==> config.mk <==
export PLATFORM = sky130hd
export DESIGN_NAME = std_shared_fu_sched
export DESIGN_NICKNAME = d
export VERILOG_FILES = /design/src/rtl/std_shared_fu_pkg.sv /design/src/rtl/std_rr_arbiter.sv /design/src/rtl/std_shared_fu_sched.sv
export SDC_FILE = /design/constraint.sdc
export NUM_CORES = 2
export LEC_CHECK = 0
export ABC_AREA = 1
export CAP_MARGIN = 0
export CORE_MARGIN = 3
export CORE_UTILIZATION = 30
export DETAILED_ROUTE_END_ITERATION = 10
export PLACE_DENSITY_LB_ADDON = 0.15
export SYNTH_ARGS = -nofsm -noshare
export SYNTH_HDL_FRONTEND = slang
export SYNTH_SLANG_ARGS = --single-unit
==> constraint.sdc <==
create_clock -name clk -period 7 [get_ports clk]
set_clock_uncertainty 0.2 [all_clocks]
set_input_delay 1.4 -clock clk [delete_from_list [all_inputs] [get_ports clk]]
set_output_delay 1.4 -clock clk [all_outputs]
set_load 0.05 [all_outputs]
==> src/rtl/std_shared_fu_pkg.sv <==
// Shared types and constants for the shared functional-unit scheduler.
package std_shared_fu_pkg;

    localparam int OP_W = 2;

    typedef enum logic [OP_W-1:0] {
        OP_ADD = 2'b00,
        OP_SUB = 2'b01,
        OP_MUL = 2'b10,
        OP_DIV = 2'b11
    } fu_op_t;

    typedef enum logic [1:0] {
        IDLE = 2'd0,
        EXEC = 2'd1,
        DONE = 2'd2
    } sched_state_t;

endpackage

==> src/rtl/std_rr_arbiter.sv <==
// Combinational round-robin arbiter: the search starts at last_grant+1 and wraps.
module std_rr_arbiter
    import std_shared_fu_pkg::*;
#(
    parameter int NREQ = 4,
    parameter int ID_W = $clog2(NREQ)
) (
    input  logic [NREQ-1:0] req,
    input  logic [ID_W-1:0] last_grant,
    output logic            valid,
    output logic [ID_W-1:0] grant
);

    logic [ID_W-1:0] idx;

    // NOTE: every output of this block gets a default first, so no latch is inferred.
    always_comb begin
        valid = 1'b0;
        grant = '0;
        idx   = '0;
        // Walk from farthest to nearest so the nearest requester is the last write and wins.
        for (int i = NREQ; i >= 1; i--) begin
            idx = ID_W'((int'(last_grant) + i) % NREQ);
            if (req[idx]) begin
                valid = 1'b1;
                grant = idx;
            end
        end
    end

endmodule

==> src/rtl/std_shared_fu_sched.sv <==
// Round-robin scheduler sharing one add/sub/mul unit among NREQ go/done requesters.
// Define SHARED_FU_DIV_EN to add an unsigned divider for op 11; otherwise op 11 yields 0.
module std_shared_fu_sched
    import std_shared_fu_pkg::*;
#(
    parameter int WIDTH   = 32,
    parameter int NREQ    = 4,
    parameter int LATENCY = 1
) (
    input  logic                     clk,
    input  logic                     reset,
    input  logic [NREQ-1:0]          req_go,
    input  logic [OP_W*NREQ-1:0]     req_op,
    input  logic [WIDTH*NREQ-1:0]    req_left,
    input  logic [WIDTH*NREQ-1:0]    req_right,
    output logic [NREQ-1:0]          req_done,
    output logic [WIDTH-1:0]         out,
    output logic                     busy,
    output logic [$clog2(NREQ)-1:0]  grant_id
);

    localparam int ID_W  = $clog2(NREQ);
    localparam int CNT_W = (LATENCY > 1) ? $clog2(LATENCY) : 1;
    localparam logic [CNT_W-1:0] CNT_INIT = CNT_W'(LATENCY - 1);

    sched_state_t     state;
    fu_op_t           op_q;
    logic [WIDTH-1:0] left_q;
    logic [WIDTH-1:0] right_q;
    logic [CNT_W-1:0] cnt;
    logic [ID_W-1:0]  last_grant;
    logic             arb_valid;
    logic [ID_W-1:0]  arb_grant;
    logic [WIDTH-1:0] result;

    std_rr_arbiter #(
        .NREQ (NREQ),
        .ID_W (ID_W)
    ) u_arb (
        .req        (req_go),
        .last_grant (last_grant),
        .valid      (arb_valid),
        .grant      (arb_grant)
    );

    always_comb begin
        result = '0;
        case (op_q)
            OP_ADD:  result = left_q + right_q;
            OP_SUB:  result = left_q - right_q;
            OP_MUL:  result = left_q * right_q;
`ifdef SHARED_FU_DIV_EN
            OP_DIV:  result = (right_q == '0) ? '1 : left_q / right_q;
`else
            OP_DIV:  result = '0;
`endif
            default: result = '0;
        endcase
    end

    // NOTE: all state here uses non-blocking assignments so every register samples pre-edge values.
    always_ff @(posedge clk) begin
        if (reset) begin
            state      <= IDLE;
            op_q       <= OP_ADD;
            left_q     <= '0;
            right_q    <= '0;
            cnt        <= '0;
            last_grant <= ID_W'(NREQ - 1);
            grant_id   <= '0;
            out        <= '0;
            req_done   <= '0;
            busy       <= 1'b0;
        end else begin
            req_done <= '0;
            case (state)
                IDLE: begin
                    if (arb_valid) begin
                        op_q       <= fu_op_t'(req_op[arb_grant*OP_W +: OP_W]);
                        left_q     <= req_left[arb_grant*WIDTH +: WIDTH];
                        right_q    <= req_right[arb_grant*WIDTH +: WIDTH];
                        grant_id   <= arb_grant;
                        last_grant <= arb_grant;
                        cnt        <= CNT_INIT;
                        busy       <= 1'b1;
                        state      <= EXEC;
                    end
                end
                EXEC: begin
                    if (cnt == '0) begin
                        out                <= result;
                        req_done[grant_id] <= 1'b1;
                        state              <= DONE;
                    end else begin
                        cnt <= cnt - CNT_W'(1);
                    end
                end
                DONE: begin
                    busy  <= 1'b0;
                    state <= IDLE;
                end
                default: state <= IDLE;
            endcase
        end
    end

endmodule

* Word-level counts from Yosys, hierarchy flattened
Cells that the tools add are included.
W data, S select, Z words.
** Storage, ports and cells
- Bits in registers :: 110
- Input bits :: 270
- Logic and storage cells :: 74
- Output and inout port bits :: 39
** Operators by class
- Eq/ne operators :: 7
- Bitwise operators :: 2
- Magnitude comparators :: 6
- Multiply operators :: 1
- Multiplexer cells :: 27
- Reduce and logical (&&, ||, !) cells :: 11
- Shift-type cells :: 3
- Add/subtract/negate cells :: 7
** Operators by type and width (number)
- $shiftx A128 B8 Y32 :: 2
- $pmux W32 S4 :: 1
- $add A32 B32 Y32 :: 1
- $mul A32 B32 Y32 :: 1
- $sub A32 B32 Y32 :: 1
- $lt A2 B3 Y1 const B :: 5
- $mux W1 :: 12
- $mux W2 :: 6
- $reduce_and A2 Y1 :: 5
- $bmux W1 S2 :: 4
- $shiftx A8 B4 Y2 :: 1
- $eq A2 B2 Y1 const B :: 3
- $add A2 B1 Y2 const B :: 2
- $add A2 B2 Y2 const B :: 2
- $eq A2 B1 Y1 const B :: 2
- $logic_not A2 Y1 :: 2
- $ne A2 B2 Y1 const B :: 2
- $pmux W1 S2 :: 2
- $pmux W2 S2 :: 1
- $reduce_bool A2 Y1 :: 2
- $reduce_or A3 Y1 :: 1
- $demux W1 S2 :: 1
- $ge A2 B1 Y1 const B :: 1
- $not A1 Y1 :: 2
- other kinds (2) :: 2

* Depth between registers and ports, before layout
- Word-level depth :: 9
- Gate-level depth with buffers :: 33
- Mapped depth without buffers :: 31

* Cells and area by module
Synthesis repeated with hierarchy kept, for this count alone.
** Second synthesis, totals
- Cell total of the unflattened synthesis :: 3653
- Area, all modules :: 25394.4 um2
** By module, submodules not included
- std_shared_fu_sched :: instances 1, area each 25147.9 um2, cells each 3602
- std_rr_arbiter :: instances 1, area each 246.5 um2, cells each 51

* Worst setup path after synthesis
Ideal clock, no wire load.
- Kind :: register to register
- From :: reg right_q[6]
- To :: reg out[26]
- Library setup time :: 109 ps
- Cell stages (with the launch flop) :: 29
- Arrival :: 6589 ps
- Path slack :: 102 ps
- Buffers on the path :: 2
- Cell sequence :: dfxtp_1 -> buf_1 -> buf_1 -> nand2_1 -> inv_1 -> fa_1 -> fa_1 -> fa_1 -> inv_1 -> fa_1 -> inv_1 -> fa_1 -> inv_1 -> fa_1 -> inv_1 -> fa_1 -> fa_1 -> ha_1 -> a21oi_1 -> o21ai_0 -> a21o_1 -> a21oi_1 -> nand2_1 -> a21o_1 -> or2_2 -> nand3_1 -> nand3_1 -> nand2_1 -> inv_1
** On the way
- Word-level cells in the longest chain between the ends :: 2
- Elaborated cells between the ends (all ways) :: 4
** RTL lines
- from (decl) :: RTL line std_shared_fu_sched.sv:29 : logic [WIDTH-1:0] right_q;
- from (signal assigned) :: RTL line std_shared_fu_sched.sv:81 : right_q <= req_right[arb_grant*WIDTH +: WIDTH];
- $mul A32 B32 Y32 (tied with other cells) :: RTL line std_shared_fu_sched.sv:51 : OP_MUL: result = left_q * right_q;
- $pmux W32 S4 * :: RTL line std_shared_fu_sched.sv:48 : case (op_q)
- to (signal assigned) :: RTL line std_shared_fu_sched.sv:91 : out <= result;
- to (decl) :: RTL line std_shared_fu_sched.sv:17 : output logic [WIDTH-1:0] out,
Every way passes the cells marked *; elsewhere a longest branch is shown, timed or not.
A chain may end at the register's enable or synchronous reset.

* Worst setup path after layout
- From :: reg right_q[3]
- To :: reg out[29]
The elaborated chain is that of the path after synthesis.

==> flow_summary_export.csv <==
group,metric,value,unit
clocking,numCtsBuffers,9,
die,dieArea,88900,sq um
layout,syn_to_final_growth,27.1,%
detailed_routing,drt-total-wl,93.8,mm
die,die_y,298,microns
timing,min_period,6.81,ns
synthesis,yosysSeqAreaShare,8.52,%
placement,hpwl,80.0,mm
clocking,cts_root_buf,"clkbuf_16",
layout,multi_input_area,19200,sq um
timing,fin_crit_sh,97.2,%
synthesis,ys_ff_latch,109,
timing,slew_violations,0,
synthesis,yosysWarningCount,0,
setup_path,worstSetupPathType,"reg2reg",
setup_path,cp.required,7.09,ns
setup_path,worstPathMaxFanout,11,
clocking,clock_path_buffers,2,
placement,pre_cts_ws,-0.186,ns
global_route,grt_antenna_before_repair,2,
setup_path,slowest_delay,0.58,ns
global_route,grt_pass1_vias,24300,
layout,drive_gt1_share,10.1,%
layout,layout_common_cells,"inv_1, nand2_1, fa_1",
layout,final_net_count,4957,
setup_path,cpMostUsedCell,"fa_1",
timing,max_slew.worst_pin.slew,0.863,ns
detailed_routing,drtIter0Drc,1418,
die,core,84100,sq um
hold_path,hold_path.class,"reg2reg",
clocking,clk_pin_slew,0.08,ns
synthesis,avgSynthCellArea,6.84,sq um
detailed_routing,vias,23900,
detailed_routing,drc,0,
timing,slew-limit-headroom,42.4,%
detailed_routing,ant_nets,0,
clocking,clock-sinks,109,
layout,mostFrequentLayoutCell,"inv_1",
synthesis,yosys.cell_types.count,44,
setup_path,cpMaxStageDelayCell,"fa_1",
setup_path,critPathBufInv,7,
synthesis,netlist_area,25600,sq um
clocking,insertion_delay,0.39,ns
global_route,globalRoute.totalOverflow,0,
global_route,grt_max_degree,127,
die,die_x,298,microns
detailed_routing,firstDrtPassIters,5,
synthesis,synth_nets,4578,
job,drv_cap,0,
layout,regArea,2250,sq um
global_route,grt_pass1_wl,143,mm
timing,rsz0062_at_grt,"yes",
die,ios,309,
timing,finalSetupViolations,0,
setup_path,start_kind,"register",
detailed_routing,wl_per_cell,17.8,microns
global_route,grt_use_total,21.0,%
layout,n_fill_cell,9020,
timing,clock.fmax,147,MHz
detailed_routing,via_per_inst,4.54,
placement,place.gp.congestion,0.920,
clocking,hold_buffers,0,
timing,hold_viol,0,
setup_path,cp.arrival,6.89,ns
clocking,htreeDepth,3,
setup_path,crit_path_end_kind,"register",
layout,antennaDiodeCount,0,
synthesis,syn-instance-count,3743,
placement,io_buffer_count,308,
setup_path,path_delay_family,"adder cells",
timing,setup_ws,0.195,ns
clocking,cts_tree,"yes",
status,outcome,"completed",
die,initial_core_util,30.5,%
die,row_count,106,
==> metal layers <==
metal  GRT usage (%)  share of wire [%]
met5               0              0.026
met1            26.9                 43
met2            36.2                 48
met3            3.01                5.4
met4            6.88                3.6
==> synth_stat cells (all sizes together) <==
| library cell | count | area (sq um) |
|---|---|---|
| fa | 409 | 8190 |
| o21a | 5 | 37.5 |
| nor2 | 91 | 342 |
| o41ai | 1 | 8.76 |
| o21ai | 292 | 1470 |
| and2 | 2 | 12.5 |
| a21o | 11 | 82.6 |
| a221o | 1 | 10.0 |
| nand3 | 94 | 470 |
| dfxtp | 109 | 2180 |
| ha | 156 | 1950 |
| clkbuf | 119 | 447 |
| o211ai | 82 | 616 |
| a31oi | 17 | 113 |
| a21boi | 1 | 7.51 |
| nand3b | 9 | 67.6 |
| nand4 | 13 | 81.3 |
| nor3 | 24 | 145 |
| inv | 988 | 3710 |
| o21bai | 7 | 52.6 |
| xnor2 | 18 | 158 |
| or2 | 16 | 100 |
| nor4 | 4 | 25.0 |
| nand2b | 1 | 6.26 |
| xor2 | 28 | 245 |
| nand2 | 980 | 3680 |
| and3 | 1 | 6.26 |
| buf | 86 | 479 |
| a211oi | 2 | 15.0 |
| clkinv | 1 | 3.75 |
| a21oi | 169 | 846 |
| a221oi | 3 | 26.3 |
| o31ai | 3 | 27.5 |
==> worst min-delay path, delay by kind of cell, from the launching register on <==
kind            cells  cell delay (ns)
compound gates      1             0.05
flops               1             0.32
simple gates        1             0.06
==> kinds of logic (layout without fill, tap and decap cells) <==
kind of cell / after synthesis / in the layout / synth area share, %
XOR/XNOR: 46 / 46 / 1.57
AND/OR/NAND/NOR: 1235 / 1235 / 19.3
AO/OA/AOI/OAI: 594 / 594 / 12.9
flip-flops: 109 / 109 / 8.52
adder cells (fa/ha/maj): 565 / 565 / 39.6
buffers and inverters: 1194 / 1578 / 18.1
==> flip-flops by register name, summed over array words and instances (netlist names), 2 cells and up <==
signal / count
state: 2
grant_id: 2
left_q: 32
right_q: 32
op_q: 2
out: 32
last_grant: 2
req_done: 4
==> final timing paths <==
| path | from | end | slack (ns) | cells after the start |
|---|---|---|---|---|
| worst max register to register | right_q[3] | out[29] | 0.19 | 25 |
| worst min register to register | busy | busy | 0.27 | 2 |
| worst max-delay path | right_q[3] | out[29] | 0.19 | 25 |
| worst min-delay path | busy | busy | 0.27 | 2 |
==> what timing repair did <==
| action | CTS | global route |
|---|---|---|
| gates resized for setup | 16 | 135 |
| cloned | 0 | 2 |
| buffers inserted | 0 | 13 |
| pin swaps | 0 | 41 |
| endpoints found under the setup margin | 11 | 16 |
==> stage by stage <==
step | hold WS (ns) | instances | util [%] | instance area (sq um) | TNS (ns)
6_report | 0.270 | 5261 | 38.7 | 32500 | 0
3_5_place_dp | 0.259 | 5230 | 37.5 | 31600 | -0.760
5_1_grt | 0.305 | 5261 | 38.7 | 32500 | -0.158
2_1_floorplan | 0.291 | 3743 | - | 25600 | 0
4_1_cts | 0.272 | 5246 | 37.9 | 31900 | -0.00205
3_3_place_gp | 0.259 | 5230 | 37.5 | 31600 | -0.585
==> area by class of cell <==
| class | instances | area share, % |
|---|---|---|
| Multi-Input combinational cell | 2440 | 58.9 |
| Timing Repair Buffer | 573 | 17.5 |
| Inverter | 989 | 11.4 |
| Sequential cell | 109 | 6.90 |
| Tap cell | 1134 | 4.36 |
| Clock buffer | 10 | 0.704 |
| Clock inverter | 6 | 0.196 |
Power is not shown: default switching activity piles up to over one toggle a cycle in this logic, so the estimate is an artifact.
